File: config.mk
export PLATFORM = sky130hd
export DESIGN_NAME = chan_updown_counter
export DESIGN_NICKNAME = d
export VERILOG_FILES = /design/src/rtl/chan_cnt_pkg.sv /design/src/rtl/updown_cnt_cell.sv /design/src/rtl/chan_updown_counter.sv
export SDC_FILE = /design/constraint.sdc
export NUM_CORES = 1
export LEC_CHECK = 0
export ABC_AREA = 1
export CAP_MARGIN = 20
export CORE_AREA = 2 2 123 125
export DETAILED_ROUTE_END_ITERATION = 12
export DIE_AREA = 0 0 125 127
export HOLD_SLACK_MARGIN = 0.08
export PLACE_DENSITY = 0.56
export SLEW_MARGIN = 20
export SYNTH_ARGS = -nofsm -noshare
export SYNTH_HDL_FRONTEND = slang
export SYNTH_SLANG_ARGS = --single-unit
File: constraint.sdc
create_clock -name clk -period 2.05 [get_ports clk]
set_input_delay 0.205 -clock clk [delete_from_list [all_inputs] [get_ports clk]]
set_output_delay 0.205 -clock clk [all_outputs]
set_load 0.01 [all_outputs]
File: src/rtl/chan_cnt_pkg.sv
// Shared types and helpers for the channelised up/down counter bank.
package chan_cnt_pkg;

  // Per-cycle operation applied to the bank (and, gated by sel, to each cell).
  typedef enum logic [2:0] {
    OP_IDLE = 3'd0,
    OP_LOAD = 3'd1,
    OP_UP   = 3'd2,
    OP_DOWN = 3'd3,
    OP_ERR  = 3'd4
  } cnt_op_t;

  // Overflow behaviour selector for the SAT parameter.
  localparam int CNT_MODE_WRAP = 0;
  localparam int CNT_MODE_SAT  = 1;

  // True when exactly one bit of v is set. Callers zero-extend narrower
  // selects to 64 bits, so the bank supports up to 64 channels.
  function automatic logic is_onehot(input logic [63:0] v);
    return (v != 64'd0) && ((v & (v - 64'd1)) == 64'd0);
  endfunction

endpackage

File: src/rtl/updown_cnt_cell.sv
// One counter channel: holds its value and computes the post-update value
// and the wrap/clamp indication for the op presented this cycle.
module updown_cnt_cell
  import chan_cnt_pkg::*;
#(
  parameter int WIDTH  = 8,
  parameter int STEP_W = 4,
  parameter int SAT    = CNT_MODE_WRAP
) (
  input  logic              clk,
  input  logic              reset,
  input  cnt_op_t           op,
  input  logic [STEP_W-1:0] step,
  input  logic [WIDTH-1:0]  load_val,
  output logic [WIDTH-1:0]  value,
  output logic [WIDTH-1:0]  value_next,
  output logic              wrapped
);

  logic [WIDTH-1:0] r_value;
  logic [WIDTH:0]   w_step_ext;
  logic [WIDTH:0]   w_sum;

  // The extra top bit of the sum is the carry (up) or borrow (down).
  assign w_step_ext = {{(WIDTH + 1 - STEP_W){1'b0}}, step};

  // Next value and wrap flag; any op other than LOAD/UP/DOWN holds.
  always_comb begin
    value_next = r_value;
    wrapped    = 1'b0;
    w_sum      = {1'b0, r_value};
    case (op)
      OP_LOAD: begin
        value_next = load_val;
      end
      OP_UP: begin
        w_sum = {1'b0, r_value} + w_step_ext;
        if (w_sum[WIDTH]) begin
          wrapped    = 1'b1;
          value_next = (SAT == CNT_MODE_SAT) ? {WIDTH{1'b1}} : w_sum[WIDTH-1:0];
        end else begin
          value_next = w_sum[WIDTH-1:0];
        end
      end
      OP_DOWN: begin
        w_sum = {1'b0, r_value} - w_step_ext;
        if (w_sum[WIDTH]) begin
          wrapped    = 1'b1;
          value_next = (SAT == CNT_MODE_SAT) ? {WIDTH{1'b0}} : w_sum[WIDTH-1:0];
        end else begin
          value_next = w_sum[WIDTH-1:0];
        end
      end
      default: begin
      end
    endcase
  end

  // Channel register.
  always_ff @(posedge clk) begin
    if (reset) begin
      r_value <= '0;
    end else begin
      r_value <= value_next;
    end
  end

  assign value = r_value;

endmodule

File: src/rtl/chan_updown_counter.sv
// Bank of NCH up/down counters addressed by a one-hot select, with a
// registered readback of the selected channel, boundary flags, a wrap
// pulse and a sticky illegal-select error.
module chan_updown_counter
  import chan_cnt_pkg::*;
#(
  parameter int WIDTH  = 8,
  parameter int NCH    = 4,
  parameter int STEP_W = 4,
  parameter int SAT    = CNT_MODE_WRAP
) (
  input  logic              clk,
  input  logic              reset,
  input  logic              en,
  input  logic [NCH-1:0]    sel,
  input  logic              reverse,
  input  logic [STEP_W-1:0] step,
  input  logic              load,
  input  logic [WIDTH-1:0]  load_val,
  input  logic              clr_err,
  output logic [WIDTH-1:0]  count,
  output logic              valid,
  output logic              at_max,
  output logic              at_min,
  output logic              wrapped,
  output logic              sel_err
);

  logic             w_sel_legal;
  logic             w_sel_multi;
  cnt_op_t          w_op;

  logic [WIDTH-1:0] w_chan_value [NCH];
  logic [WIDTH-1:0] w_chan_next  [NCH];
  logic [NCH-1:0]   w_chan_wrap;

  logic [WIDTH-1:0] w_rd_value;
  logic [WIDTH-1:0] w_rd_next;
  logic             w_rd_wrap;

  logic [WIDTH-1:0] w_count_next;
  logic             w_valid_next;
  logic             w_wrapped_next;

  logic [WIDTH-1:0] r_count;
  logic             r_valid;
  logic             r_at_max;
  logic             r_at_min;
  logic             r_wrapped;
  logic             r_sel_err;

  // Op decode in priority order: ERR, IDLE, LOAD, UP, DOWN.
  always_comb begin
    w_sel_legal = is_onehot(64'(sel));
    w_sel_multi = (sel != '0) && !w_sel_legal;
    w_op        = OP_IDLE;
    if (en && w_sel_multi) begin
      w_op = OP_ERR;
    end else if (!en || (sel == '0)) begin
      w_op = OP_IDLE;
    end else if (load) begin
      w_op = OP_LOAD;
    end else if (!reverse) begin
      w_op = OP_UP;
    end else begin
      w_op = OP_DOWN;
    end
  end

  // One cell per channel; only the selected cell sees a real op, and an ERR
  // cycle never reaches any cell so the whole bank holds.
  for (genvar gi = 0; gi < NCH; gi++) begin : g_chan
    cnt_op_t w_cell_op;

    assign w_cell_op = (sel[gi] && (w_op != OP_ERR)) ? w_op : OP_IDLE;

    updown_cnt_cell #(
      .WIDTH  (WIDTH),
      .STEP_W (STEP_W),
      .SAT    (SAT)
    ) u_cell (
      .clk        (clk),
      .reset      (reset),
      .op         (w_cell_op),
      .step       (step),
      .load_val   (load_val),
      .value      (w_chan_value[gi]),
      .value_next (w_chan_next[gi]),
      .wrapped    (w_chan_wrap[gi])
    );
  end

  // AND-OR readback mux; only meaningful when sel is one-hot.
  always_comb begin
    w_rd_value = '0;
    w_rd_next  = '0;
    w_rd_wrap  = 1'b0;
    for (int i = 0; i < NCH; i++) begin
      if (sel[i]) begin
        w_rd_value = w_rd_value | w_chan_value[i];
        w_rd_next  = w_rd_next  | w_chan_next[i];
        w_rd_wrap  = w_rd_wrap  | w_chan_wrap[i];
      end
    end
  end

  // Readback selection: a legal select reports the post-update value (the
  // stored value when nothing updates); any other select holds count.
  always_comb begin
    w_count_next   = r_count;
    w_valid_next   = 1'b0;
    w_wrapped_next = 1'b0;
    if (w_sel_legal) begin
      w_count_next   = (w_op == OP_IDLE) ? w_rd_value : w_rd_next;
      w_valid_next   = 1'b1;
      w_wrapped_next = w_rd_wrap;
    end
  end

  // Output registers; boundary flags are derived from the next count so they
  // line up with it.
  always_ff @(posedge clk) begin
    if (reset) begin
      r_count   <= '0;
      r_valid   <= 1'b0;
      r_at_max  <= 1'b0;
      r_at_min  <= 1'b1;
      r_wrapped <= 1'b0;
    end else begin
      r_count   <= w_count_next;
      r_valid   <= w_valid_next;
      r_at_max  <= (w_count_next == {WIDTH{1'b1}});
      r_at_min  <= (w_count_next == {WIDTH{1'b0}});
      r_wrapped <= w_wrapped_next;
    end
  end

  // Sticky select error; a new error beats a simultaneous clear.
  always_ff @(posedge clk) begin
    if (reset) begin
      r_sel_err <= 1'b0;
    end else if (w_op == OP_ERR) begin
      r_sel_err <= 1'b1;
    end else if (clr_err) begin
      r_sel_err <= 1'b0;
    end
  end

  assign count   = r_count;
  assign valid   = r_valid;
  assign at_max  = r_at_max;
  assign at_min  = r_at_min;
  assign wrapped = r_wrapped;
  assign sel_err = r_sel_err;

endmodule

==> metrics.md <==
| Metric | Value |
|---|---|
| Die extent in x | `125 um` |
| Unrepaired setup endpoints after global routing | `true` |
| Status | `finished with violations` |
| Sequential area share after synthesis | `17.9%` |
| Area leader, netlist | `nand2_1` |
| Cell Rows | `44` |
| Crit path kind | `register to register` |
| Drt total wl | `21.1 mm` |
| Setup crit end kind | `register` |
| WP buf/inv | `2` |
| # nets final | `1142` |
| FF+latch area | `923 um^2` |
| Total gr overflow | `0` |
| Starting Density | `34.9%` |
| Mapped Cells | `844` |
| Final Max Slew Viols | `0` |
| Vias | `6455` |
| Root buf cell | `clkbuf_16` |
| Total track usage | `26.0%` |
| Syn nets | `906` |
| CP max stage cell | `fa_2` |
| Largest net degree at the start of global routing | `40` |
| Fillers | `1374` |
| CTS H-tree lvls | `2` |
| Hold Path Class | `register to register` |
| Power Density | `481 mW/mm^2` |
| Cell Area, Placed | `0.00698 mm^2` |
| Clk buf depth | `2` |
| Vias/cell | `5.10` |
| Pre-antenna DRT Iters | `5` |
| Placed instance count | `1229` |
| Power, Total | `3.96 mW` |
| Core Util, Final | `57.2%` |
| Ranking of synthesized cells by area | `nand2_1 21%, dfxtp_1 18%, nand3_1 12%, ha_1 8.0%, inv_1 6.9%` |
| Initial antenna violation count | `0` |
| Total CTS buffers | `5` |
| Worst Skew | `0.0120 ns` |
| Worst hold slack | `0.467 ns` |
| Mapped Area | `0.00503 mm^2` |
| Vias in the first global route | `6117` |
| Max cap viols | `0` |
| Post-synth EDFFs | `0` |
| CP delay by family, top | `simple AND/OR/NAND/NOR gates` |
| Fmax achieved | `0.434 GHz` |
| Final hold vios | `0` |
| Tmin final | `2.31 ns` |
| Ant. Diodes | `0` |
| Count leader, synth | `nand2_1` |
| Startpoint types | `register` |
| Final instance area | `0.00825 mm^2` |
| Setup ws final | `-0.256 ns` |
| Antenna Violating Nets Remaining | `0` |
| Synth top cells by count | `276 x nand2_1, 120 x nand3_1, 93 x inv_1, 78 x nor2_1, 45 x dfxtp_1` |
| Drt drc | `0` |
| Cell mode on critical path | `nand2_1` |
| Critical Path AT | `2.55 ns` |
| Slew HR | `76.2%` |
| Peak supply drop | `0.360 mV` |
| Worst path max stage delay | `0.41 ns` |
| Final period util | `112%` |
| FFs w/ async S/R, synth | `0%` |
| HPWL after detailed placement | `15.5 mm` |
| Register bit total from synthesis | `45` |
| Dpl ws | `-0.827 ns` |
| First-pass GRT wire length | `32.6 mm` |
| Worst-path fanout max | `4` |
| Setup violators final | `7` |
| Post-route insts no fill | `1265` |
| Cell Chain, Critical Path | `inv_2 -> ha_4 -> inv_4 -> fa_2 -> a21oi_2 -> nor2_2 -> nor2_1 -> nand2_1 -> nand2_1 -> nand2_1 -> nand3_2 -> nand3_2 -> nand2_2 -> o21ai_2 -> nand2_1 -> nand2_1 -> nor2_1 -> nand2_1 -> nor2_1` |
| Unique masters post-synth | `43` |
| DR iter-0 viols | `549` |
| Setup tns final | `-1.12 ns` |
| Routability Congestion | `0.911` |
| Sink Count | `45` |
| CTS clk-pin slew, worst paths | `0.07 ns` |
| Syn_area_per_cell | `5.97 um^2` |
| Ys flop type | `dfxtp_1` |
| Actual slew at the worst max-slew pin | `0.353 ns` |
| Core area | `0.0144 mm^2` |
| Full die area | `0.0159 mm^2` |
| CP required | `2.29 ns` |
| Failing checks | `negative setup slack` |
| CTS tree | `built` |
| Skew-Pair Late Insertion Delay | `0.31 ns` |
| Layout cells sized above 1 | `40.2%` |
| Top cell type's share of synthesized area | `20.6%` |
| IO Count | `35` |
| Routed len/inst | `16.7 um` |
| Area occupied by multi-input gates | `0.00437 mm^2` |
| Syn-to-layout area delta | `63.8%` |
| Leak | `3.98 nW` |
| Height of the die | `127 um` |
| IO buf count | `34` |
| Ys Warns | `0` |
## state kept, by name, indices dropped and copies added, names as in the netlist
register,flops
at_max,1
g_chan.u_cell.value,32
wrapped,1
count,8
sel_err,1
valid,1
at_min,1
## per-layer routing
layer  share of wire [%]  vias up  global-route usage (%)
li1                    -     3219                       -
met1                  43     3006                    32.2
met3                 5.1       48                    4.65
met4                 4.0        0                    11.0
met2                  48      182                    44.7
met5                   0        -                       0
## area by class of cell
class                   instances  area share (%)
multi-input cells             675            53.0
repair buffers                252            25.7
flip-flops and latches         45            11.2
inverters                     101            4.95
well taps                     184            2.79
clock buffers                   5            1.52
clock inverters                 3           0.789
## cells by family after synthesis
family / Yosys count / share of synthesized area (%)
DFF: 45 / 17.9
xor gates and xnor gates: 11 / 1.91
buffers and inverters: 125 / 10.2
and+or+nand+nor: 551 / 50.9
adders and majority gates: 40 / 11.1
AOI/OAI and AO/OA: 72 / 8.03
## worst register-to-register path: stages (launching register included)
cell and delay (ns):
dfxtp_2 0.33, inv_2 0.07, ha_4 0.15, inv_4 0.04
fa_2 0.41, a21oi_2 0.16, nor2_2 0.07, nor2_1 0.11
nand2_1 0.09, nand2_1 0.07, nand2_1 0.06, nand3_2 0.08
nand3_2 0.08, nand2_2 0.09, o21ai_2 0.06, nand2_1 0.08
nand2_1 0.05, nor2_1 0.09, nand2_1 0.05, nor2_1 0.11
## layout by cell type, fill, tap and decap left out, types with 5 or more instances in the layout
master / n
xor2_1: 7
nor2_2: 11
dfxtp_1: 33
inv_2: 15
nand3_4: 12
nor2_1: 70
buf_6: 19
nand3_2: 39
nand4_1: 27
ha_1: 15
a21oi_2: 10
nor2_4: 10
ha_4: 13
nand3_1: 81
dfxtp_2: 9
o22ai_1: 5
buf_12: 9
fa_2: 8
buf_4: 190
clkbuf_16: 5
a21oi_1: 10
nand2_1: 243
o21ai_2: 6
nand2_4: 6
inv_1: 76
clkdlybuf4s50_1: 23
o21ai_0: 23
nand2_2: 31
o21ai_1: 5
## power by group
group | internal, mW | total (mW) | switching (mW)
combinational | 0.867 | 1.85 | 0.981
clock | 0.699 | 1.12 | 0.417
sequential | 0.935 | 0.999 | 0.0636
## what timing repair did
action | CTS | global route
gates resized for setup | 118 | 124
setup endpoints to repair | 19 | 16
hold buffers | 0 | 0
buffers inserted | 25 | 13
pin swaps | 44 | 75
gates cloned | 1 | 0
## path summary, 6_finish.rpt
path | start | to | slack (ns) | depth (start not counted)
worst max-delay path | g_chan[0].u_cell.value[0]$_SDFF_PP0_ | at_max$_SDFF_PP0_ | -0.26 | 19
worst min-delay path | sel_err$_SDFFE_PP0P_ | sel_err$_SDFFE_PP0P_ | 0.47 | 2
worst max register to register | g_chan[0].u_cell.value[0]$_SDFF_PP0_ | at_max$_SDFF_PP0_ | -0.26 | 19
worst min register to register | sel_err$_SDFFE_PP0P_ | sel_err$_SDFFE_PP0P_ | 0.47 | 2
Power figures use the tool's default switching activity.
